File: src/rtl/opb_arb_pkg.sv
// opb_arb_pkg: shared FSM/status encodings and OPB width constants for the master arbiter
package opb_arb_pkg;
  localparam int OPB_AW = 32;
  localparam int OPB_DW = 32;
  typedef enum logic [1:0] {S_IDLE, S_BUSY, S_DONE} state_e;
  typedef enum logic [1:0] {ST_ACK, ST_RETRY, ST_ERR, ST_ACK_ERR} status_e;
endpackage

File: src/rtl/opb_master_arbiter_rr_select.sv
// rr_select: combinational round-robin picker, first requester at or after ptr_i
module rr_select #(
  parameter int N  = 2,
  parameter int IW = 1
) (
  input  logic [N-1:0]  req_i,
  input  logic [IW-1:0] ptr_i,
  output logic [IW-1:0] idx_o,
  output logic          valid_o
);
  always_comb begin
    idx_o   = '0;
    valid_o = 1'b0;
    for (int k = N - 1; k >= 0; k--)
      if (req_i[(int'(ptr_i) + k) % N]) begin
        idx_o   = IW'((int'(ptr_i) + k) % N);
        valid_o = 1'b1;
      end
  end
endmodule

File: src/rtl/opb_master_arbiter.sv
// opb_master_arbiter: round-robin sharing of one OPB slave bus among N masters,
// one transaction per grant, with a select-timeout watchdog.
module opb_master_arbiter
  import opb_arb_pkg::*;
#(
  parameter int N_MASTERS    = 2,
  parameter int TOUT_CYCLES  = 16,
  parameter int C_OPB_AWIDTH = OPB_AW,
  parameter int C_OPB_DWIDTH = OPB_DW
) (
  input  logic                               OPB_Clk,
  input  logic                               OPB_Rst,
  input  logic [N_MASTERS-1:0]               M_request,
  input  logic [N_MASTERS*C_OPB_AWIDTH-1:0]  M_ABus,
  input  logic [N_MASTERS*C_OPB_DWIDTH/8-1:0] M_BE,
  input  logic [N_MASTERS*C_OPB_DWIDTH-1:0]  M_DBus,
  input  logic [N_MASTERS-1:0]               M_RNW,
  output logic [N_MASTERS-1:0]               M_grant,
  output logic [N_MASTERS-1:0]               M_xferAck,
  output logic [N_MASTERS-1:0]               M_retry,
  output logic [N_MASTERS-1:0]               M_errAck,
  output logic [C_OPB_DWIDTH-1:0]            M_rdData,
  output logic                               OPB_select,
  output logic [C_OPB_AWIDTH-1:0]            OPB_ABus,
  output logic [C_OPB_DWIDTH/8-1:0]          OPB_BE,
  output logic [C_OPB_DWIDTH-1:0]            OPB_DBus,
  output logic                               OPB_RNW,
  output logic                               OPB_seqAddr,
  input  logic [C_OPB_DWIDTH-1:0]            Sl_DBus,
  input  logic                               Sl_xferAck,
  input  logic                               Sl_retry,
  input  logic                               Sl_errAck,
  input  logic                               Sl_toutSup
);
  localparam int IW = N_MASTERS > 1 ? $clog2(N_MASTERS) : 1;
  localparam int BW = C_OPB_DWIDTH / 8;
  state_e                  state_q;
  status_e                 status_d;
  logic [IW-1:0]           ptr_q, idx_q, pick;
  logic                    valid, tout, fin;
  logic [7:0]              cnt_q;
  logic [N_MASTERS-1:0]    grant_q, ack_q, rty_q, err_q;
  logic [C_OPB_DWIDTH-1:0] rd_q, dbus_q;
  logic [C_OPB_AWIDTH-1:0] abus_q;
  logic [BW-1:0]           be_q;
  logic                    sel_q, rnw_q;
  rr_select #(.N(N_MASTERS), .IW(IW)) u_rr (
    .req_i(M_request), .ptr_i(ptr_q), .idx_o(pick), .valid_o(valid)
  );
  // A suppressed cycle neither counts nor can time out.
  assign tout     = cnt_q == 8'(TOUT_CYCLES - 1) && !Sl_toutSup;
  assign fin      = Sl_xferAck || Sl_retry || tout;
  assign status_d = Sl_xferAck ? (Sl_errAck ? ST_ACK_ERR : ST_ACK) : Sl_retry ? ST_RETRY : ST_ERR;
  always_ff @(posedge OPB_Clk) begin
    if (OPB_Rst) begin
      state_q <= S_IDLE;
      ptr_q   <= '0;
      idx_q   <= '0;
      cnt_q   <= '0;
      grant_q <= '0;
      ack_q   <= '0;
      rty_q   <= '0;
      err_q   <= '0;
      rd_q    <= '0;
      sel_q   <= 1'b0;
      abus_q  <= '0;
      be_q    <= '0;
      dbus_q  <= '0;
      rnw_q   <= 1'b0;
    end else begin
      case (state_q)
        S_IDLE: if (valid) begin
          state_q       <= S_BUSY;
          idx_q         <= pick;
          sel_q         <= 1'b1;
          grant_q       <= '0;
          grant_q[pick] <= 1'b1;
          abus_q        <= M_ABus[int'(pick)*C_OPB_AWIDTH +: C_OPB_AWIDTH];
          be_q          <= M_BE[int'(pick)*BW +: BW];
          rnw_q         <= M_RNW[pick];
          dbus_q        <= M_RNW[pick] ? '0 : M_DBus[int'(pick)*C_OPB_DWIDTH +: C_OPB_DWIDTH];
        end
        S_BUSY: if (fin) begin
          state_q      <= S_DONE;
          sel_q        <= 1'b0;
          abus_q       <= '0;
          be_q         <= '0;
          dbus_q       <= '0;
          rnw_q        <= 1'b0;
          rd_q         <= (Sl_xferAck && rnw_q) ? Sl_DBus : '0;
          ack_q[idx_q] <= status_d inside {ST_ACK, ST_ACK_ERR};
          rty_q[idx_q] <= status_d == ST_RETRY;
          err_q[idx_q] <= status_d inside {ST_ERR, ST_ACK_ERR};
        end else begin
          cnt_q <= Sl_toutSup ? cnt_q : cnt_q + 8'd1;
        end
        S_DONE: begin
          state_q <= S_IDLE;
          grant_q <= '0;
          ack_q   <= '0;
          rty_q   <= '0;
          err_q   <= '0;
          cnt_q   <= '0;
          ptr_q   <= idx_q == IW'(N_MASTERS - 1) ? '0 : idx_q + 1'b1;
        end
        default: state_q <= S_IDLE;
      endcase
    end
  end
  assign M_grant     = grant_q;
  assign M_xferAck   = ack_q;
  assign M_retry     = rty_q;
  assign M_errAck    = err_q;
  assign M_rdData    = rd_q;
  assign OPB_select  = sel_q;
  assign OPB_ABus    = abus_q;
  assign OPB_BE      = be_q;
  assign OPB_DBus    = dbus_q;
  assign OPB_RNW     = rnw_q;
  assign OPB_seqAddr = 1'b0;
endmodule

File: config.mk
export PLATFORM = sky130hd
export DESIGN_NAME = opb_master_arbiter
export DESIGN_NICKNAME = d
export VERILOG_FILES = /design/src/rtl/opb_arb_pkg.sv /design/src/rtl/opb_master_arbiter_rr_select.sv /design/src/rtl/opb_master_arbiter.sv
export SDC_FILE = /design/constraint.sdc
export NUM_CORES = 1
export LEC_CHECK = 0
export CAP_MARGIN = 20
export CORE_MARGIN = 2
export CORE_UTILIZATION = 37
export DETAILED_ROUTE_END_ITERATION = 8
export GPL_ROUTABILITY_DRIVEN = 0
export GPL_TIMING_DRIVEN = 0
export PLACE_DENSITY_LB_ADDON = 0.15
export SLEW_MARGIN = 5
export SYNTH_ARGS = -nofsm -noshare
export SYNTH_HDL_FRONTEND = slang
export SYNTH_SLANG_ARGS = --single-unit
File: constraint.sdc
create_clock -name OPB_Clk -period 1.9 [get_ports OPB_Clk]
set_input_delay 0.38 -clock OPB_Clk [delete_from_list [all_inputs] [get_ports OPB_Clk]]
set_output_delay 0.38 -clock OPB_Clk [all_outputs]
set_load 0.1 [all_outputs]
Word-level counts from Yosys, hierarchy flattened
Index checks and enable logic that the tools add are counted.
Word-level totals
  output and inout port bits: 111
  logic and storage cells: 109
  memories: 0
  latch bits: 0
  input port bits: 178
  ROM bits: 0
  register bits after elaboration: 122
  bits in writable memories: 0
Operators by class
  div/mod/pow operators: 0
  $add $sub $neg: 3
  reduce and logical (&&, ||, !) cells: 21
  shift-type cells: 3
  equality and inequality tests: 10
  bitwise logic cells: 1
  multiplexer cells: 51
  $lt $le $gt $ge: 6
  $mul: 0
Operator list (count)
  $mux W32: 5
  $pmux W32 S2: 2
  $shiftx A64 B7 Y32: 2
  $pmux W2 S2: 5
  $mux W2: 9
  $mux W1: 17
  $mux W8: 2
  $pmux W8 S2: 1
  $reduce_and A2 Y1: 5
  $reduce_bool A2 Y1: 5
  $add A8 B1 Y8 const B: 1
  $eq A8 B4 Y1 const B: 1
  $mux W4: 2
  $pmux W4 S2: 1
  $shiftx A8 B4 Y4: 1
  $bwmux W2: 3
  $eq A2 B2 Y1 const B: 3
  $lt A1 B2 Y1 const B: 3
  $ne A2 B2 Y1 const B: 3
  $reduce_and A3 Y1: 2
  $eq A2 B1 Y1 const B: 2
  $logic_and A1 B1 Y1: 4
  $logic_not A2 Y1: 2
  $pmux W1 S2: 2
  other kinds (8): 12

Depth between registers and ports, before layout
Gate-level depths: netlist of the first run.
  depth after elaboration: 13
  depth in mapped cells: 7
  mapped depth without buffers: 5

Modules after synthesis
A second synthesis of the first run with hierarchy kept.
Unflattened totals
  cells, all modules: 685
  area total of the unflattened synthesis: 5962.0 um^2
Modules (own cells, without submodules)
  opb_master_arbiter: times used 1, area each 5944.5 um^2, seq. area each 2442.3 um^2, cells each 682
  rr_select: times used 1, area each 17.5 um^2, seq. area each 0.0 um^2, cells each 3

Worst setup path after synthesis of the first run
No wires, ideal clock.
  path kind: reg-to-reg
  start point: register cnt_q[0]
  end point: register abus_q[10] (netlist: OPB_ABus[10])
  arrival: 1884 ps
  path buffers: 2
  slack: -55 ps
  period minus slack after synthesis: 1955 ps
  library setup time: 71 ps
  cell stages (with the launch flop): 8
  data required time: 1829 ps
  cell sequence: dfxtp_1 -> ha_1 -> and4b_1 -> buf_6 -> a211o_2 -> a211oi_4 -> buf_6 -> o2bb2ai_1
Between the ends
  cells in the longest elaborated chain, start to end: 5
RTL lines
  start, declared: line opb_master_arbiter.sv:41  | logic [7:0] cnt_q;
  start signal, assigned: line opb_master_arbiter.sv:95  | cnt_q <= Sl_toutSup ? cnt_q : cnt_q + 8'd1;
  $eq A8 B4 Y1: line opb_master_arbiter.sv:51  | assign tout = cnt_q == 8'(TOUT_CYCLES - 1) && !Sl_toutSup;
  $logic_and A1 B1 Y1: line opb_master_arbiter.sv:51
  $logic_or A1 B1 Y1: line opb_master_arbiter.sv:52  | assign fin = Sl_xferAck || Sl_retry || tout;
  $ne A2 B2 Y1 (no line)
  $reduce_and A3 Y1 (no line)
  end signal, assigned: line opb_master_arbiter.sv:78  | abus_q <= M_ABus[int'(pick)*C_OPB_AWIDTH +: C_OPB_AWIDTH];
  end, declared: line opb_master_arbiter.sv:44  | logic [C_OPB_AWIDTH-1:0] abus_q;
No other way between the ends.
A chain may end at the register's enable or synchronous reset.

Worst setup path after layout of the first run
  start point: register cnt_q[1]
  end point: register abus_q[14] (netlist: OPB_ABus[14])
Same word-level chain as after synthesis.

==> results.py, run 1 <==
metrics = {
    "critical_path": {
        "cpMaxStageDelayCell": "dfxtp_4",
        "start_kind": "flop",
        "cpLargestDelayFamily": "compound AO/OA/AOI/OAI gates",
        "slowest_delay_ps": 360,
        "end_kind": "flop",
        "critical_path_depth": 8,
        "critPathArrivalTime_ps": 2240,
        "crit_chain": "ha_4, and4b_1, buf_6, a211o_4, a211oi_4, buf_6, clkbuf_16, o2bb2ai_1",
        "crit_type": "flop to flop",
        "path_max_fanout": 5,
        "cp.buffers_inverters": 3,
        "crit_required_ps": 2240,
        "r2r_cells": 8,
        "crit_top_cell": "buf_6",
    },
    "yosys": {
        "synthArstFlopShare_pct": 0,
        "yosysWarnings": 0,
        "netlist_instances": 698,
        "ys_ff_latch": 122,
        "synth.area.top_cells": "dfxtp_1, mux2i_1, a21oi_1",
        "avgSynthCellArea_sq_um": 8.63,
        "yosysTopAreaCellShare_pct": 40.5,
        "seq_area_frac_synth_pct": 40.5,
        "synth_area_sq_um": 6030,
        "syn-num-nets": 878,
        "synth_top_area_cell": "dfxtp_1",
        "dominantRegCellSynth": "dfxtp_1",
        "synth-edff-count": 0,
        "yosysUniqueCellTypes": 49,
    },
    "final_layout": {
        "nNetsFinal": 1200,
        "fillers": 1347,
        "area_growth_pct": 72.0,
        "fin_util_pct": 65.2,
        "diodes": 0,
        "final_layout_size_suffix_gt1_share_pct": 21.7,
    },
    "clock_network": {
        "htree_levels": 4,
        "clk_path_buf_depth": 2,
        "postCtsHoldBufs": 0,
        "numClockSinks": 122,
        "cts_buffers": 17,
        "worstSkewPairLatency_ps": 420,
        "clkTransAtPathRegs_ps": 50,
        "cts_tree": "built",
        "root_buffer": "clkbuf_16",
    },
    "run": {
        "maxCapViolations": 0,
    },
    "timing": {
        "finalCriticalPeriod_ps": 1900,
        "max_freq_ghz": 0.526,
        "hold_viol": 0,
        "post-route-period-util_pct": 100,
        "final-setup-viol-count": 0,
        "fin_skew_ps": 5.68,
        "worst_pin_slew_ps": 584,
        "max_slew_margin_pct": 61.2,
        "finalSetupTns_ps": 0,
        "slew_violations": 0,
        "rsz0062_at_grt": "true",
        "fin_ws_ps": 0.510,
    },
    "floorplanning": {
        "fp.dieW_microns": 132,
        "num_rows": 46,
        "io_pins": 289,
        "initial_utilization_pct": 37.9,
        "die_area_sq_um": 17300,
        "die_h_microns": 132,
        "core-area_sq_um": 15900,
    },
    "detailed_routing": {
        "drt_wl_total_mm": 21.9,
        "vias": 6487,
        "firstDrtPassIters": 4,
        "drt_iter0_drc": 293,
        "ant_nets": 0,
        "avgViaCountPerCell": 5.19,
        "avgRoutedWirePerCell_microns": 17.5,
        "remaining_drc_errors": 0,
    },
    "place": {
        "hpwl_mm": 16.4,
        "pre_cts_slack_ps": -803,
        "portBuffers": 286,
    },
    "global_route": {
        "antenna_found_initial": 0,
        "grt_max_degree": 17,
        "gr-usage-all-layers_pct": 24.6,
        "grt_pass1_wl_mm": 34.0,
        "grt_pass1_vias": 6440,
        "gr-total-overflow": 0,
    },
    "worst_hold_path": {
        "min_path_cells": 2,
        "hold_path_class": "flop to flop",
    },
    "pwr": {
        "peakVddDrop_uv": 638,
        "p_leak_nw": 3.78,
        "p_per_area_nw_per_um2": 853,
    },
    "status": {
        "outcome": "complete, no violations",
    },
}
-- flip-flops by register name, summed over array words and instances, names as in the netlist --
signal	cells
M_errAck	2
M_xferAck	2
OPB_RNW	1
OPB_ABus	32
M_grant	2
cnt_q	8
ptr_q	1
state_q	2
OPB_DBus	32
M_rdData	32
M_retry	2
idx_q	1
OPB_BE	4
OPB_select	1
-- final timing paths --
check                      startpoint                   endpoint  slack (ps)
min reg2reg  M_rdData[3]$_SDFFE_PP0P_   M_rdData[3]$_SDFFE_PP0P_         460
max             cnt_q[1]$_SDFFE_PP0P_  OPB_ABus[14]$_SDFFE_PP0P_         0.5
max reg2reg     cnt_q[1]$_SDFFE_PP0P_  OPB_ABus[14]$_SDFFE_PP0P_         0.5
min          M_rdData[3]$_SDFFE_PP0P_   M_rdData[3]$_SDFFE_PP0P_         460
-- worst min-delay path: cells and delay by family, from the launching register on --
kind	cells	cell delay (ps)
DFF	1	310
and+or+nand+nor	1	50
muxes	1	50
-- power by group --
group / leakage [nW] / internal (W) / switching [W]
Combinational: 2.47 / 0.000833 / 0.00161
Clock: 0.320 / 0.00241 / 0.00122
Sequential: 0.996 / 0.00269 / 0.0000779
Total: 3.78 / 0.00593 / 0.00291
-- cell families after synthesis --
| group | Yosys count | synth area share [%] |
|---|---|---|
| xor+xnor | 2 | 0.291 |
| fa+ha+maj | 2 | 0.415 |
| simple gates | 194 | 18.6 |
| other cells | 1 | 0.0622 |
| flops | 122 | 40.5 |
| buf+inv | 80 | 5.48 |
| mux | 48 | 8.01 |
| compound gates | 249 | 26.6 |
-- cell type report --
| class | instances | area (sq um) | area share (%) |
|---|---|---|---|
| multi-input cells | 496 | 3370 | 32.6 |
| flip-flops and latches | 122 | 2450 | 23.7 |
| well taps | 216 | 270 | 2.61 |
| inverters | 3 | 11.3 | 0.109 |
| repair buffers | 307 | 3220 | 31.1 |
| clock buffers | 19 | 453 | 4.37 |
| plain buffers | 73 | 370 | 3.57 |
| clock inverters | 13 | 214 | 2.06 |
-- cell usage after synthesis, types with 2 or more instances --
library cell / n
dfxtp_1: 122
a21oi_1: 85
nand2_1: 78
clkbuf_1: 69
mux2i_1: 46
o21ai_0: 46
o211ai_1: 44
nand2b_1: 35
and4b_1: 33
a22oi_1: 19
o2bb2ai_1: 19
nor2_1: 16
and3_1: 15
a21boi_0: 12
o2111ai_1: 6
o31ai_1: 6
buf_4: 4
a31o_2: 2
buf_1: 2
buf_6: 2
ha_1: 2
inv_1: 2
mux2_2: 2
nand3_1: 2
nand4_1: 2
nor3_1: 2
nor4_1: 2
xnor2_1: 2
-- what timing repair did --
action | CTS | global route
setup endpoints to repair | 227 | 104
buffers inserted | 8 | 11
resized for setup | 357 | 48
gates cloned | 0 | 2
pin swaps | 4 | 3
-- cells in the final DEF, fill, tap and decap left out, types with 3 or more instances in the layout --
| master | count |
|---|---|
| clkdlybuf4s50_1 | 174 |
| dfxtp_1 | 119 |
| clkdlybuf4s15_2 | 110 |
| a21oi_1 | 84 |
| nand2_1 | 78 |
| mux2i_1 | 46 |
| o21ai_0 | 44 |
| o211ai_1 | 44 |
| clkbuf_1 | 42 |
| and4b_1 | 33 |
| nand2b_1 | 33 |
| clkbuf_2 | 19 |
| a22oi_1 | 19 |
| clkbuf_16 | 19 |
| buf_4 | 17 |
| nor2_1 | 15 |
| and3_1 | 15 |
| o2bb2ai_1 | 12 |
| a21boi_0 | 12 |
| o2bb2ai_2 | 7 |
| o31ai_1 | 6 |
| o2111ai_1 | 5 |
| bufinv_16 | 5 |
| buf_8 | 3 |
| buf_2 | 3 |
| buf_12 | 3 |
| clkinv_4 | 3 |
-- metal layers --
layer  up-vias  track usage (%)  routed length [microns]  part of all wire, %
met1      3007             28.4                     8820                   40
met2       224             42.3                    10800                   50
met4         0             9.48                      560                  2.6
li1       3213                -                        -                    -
met3        43             7.64                     1630                  7.5
met5         -                0                        0                    0
-- per-stage QoR --
stage          power [W]  cell area [sq um]  hold WS, ps  cells
2_1_floorplan    0.00433               6050          468    698
3_3_place_gp     0.00518               9180          443   1200
3_5_place_dp     0.00519               9180          449   1200
4_1_cts          0.00881              10100          458   1237
5_1_grt          0.00914              10400          475   1249
6_report         0.00884              10400          458   1249
Power figures use the tool's default switching activity.
==> run 2: changes to the inputs <==
SLEW_MARGIN = unset   (was 5)
==> results of run 2 <==
Same layout as run 1: the final DEF is identical, and so are final timing and power.
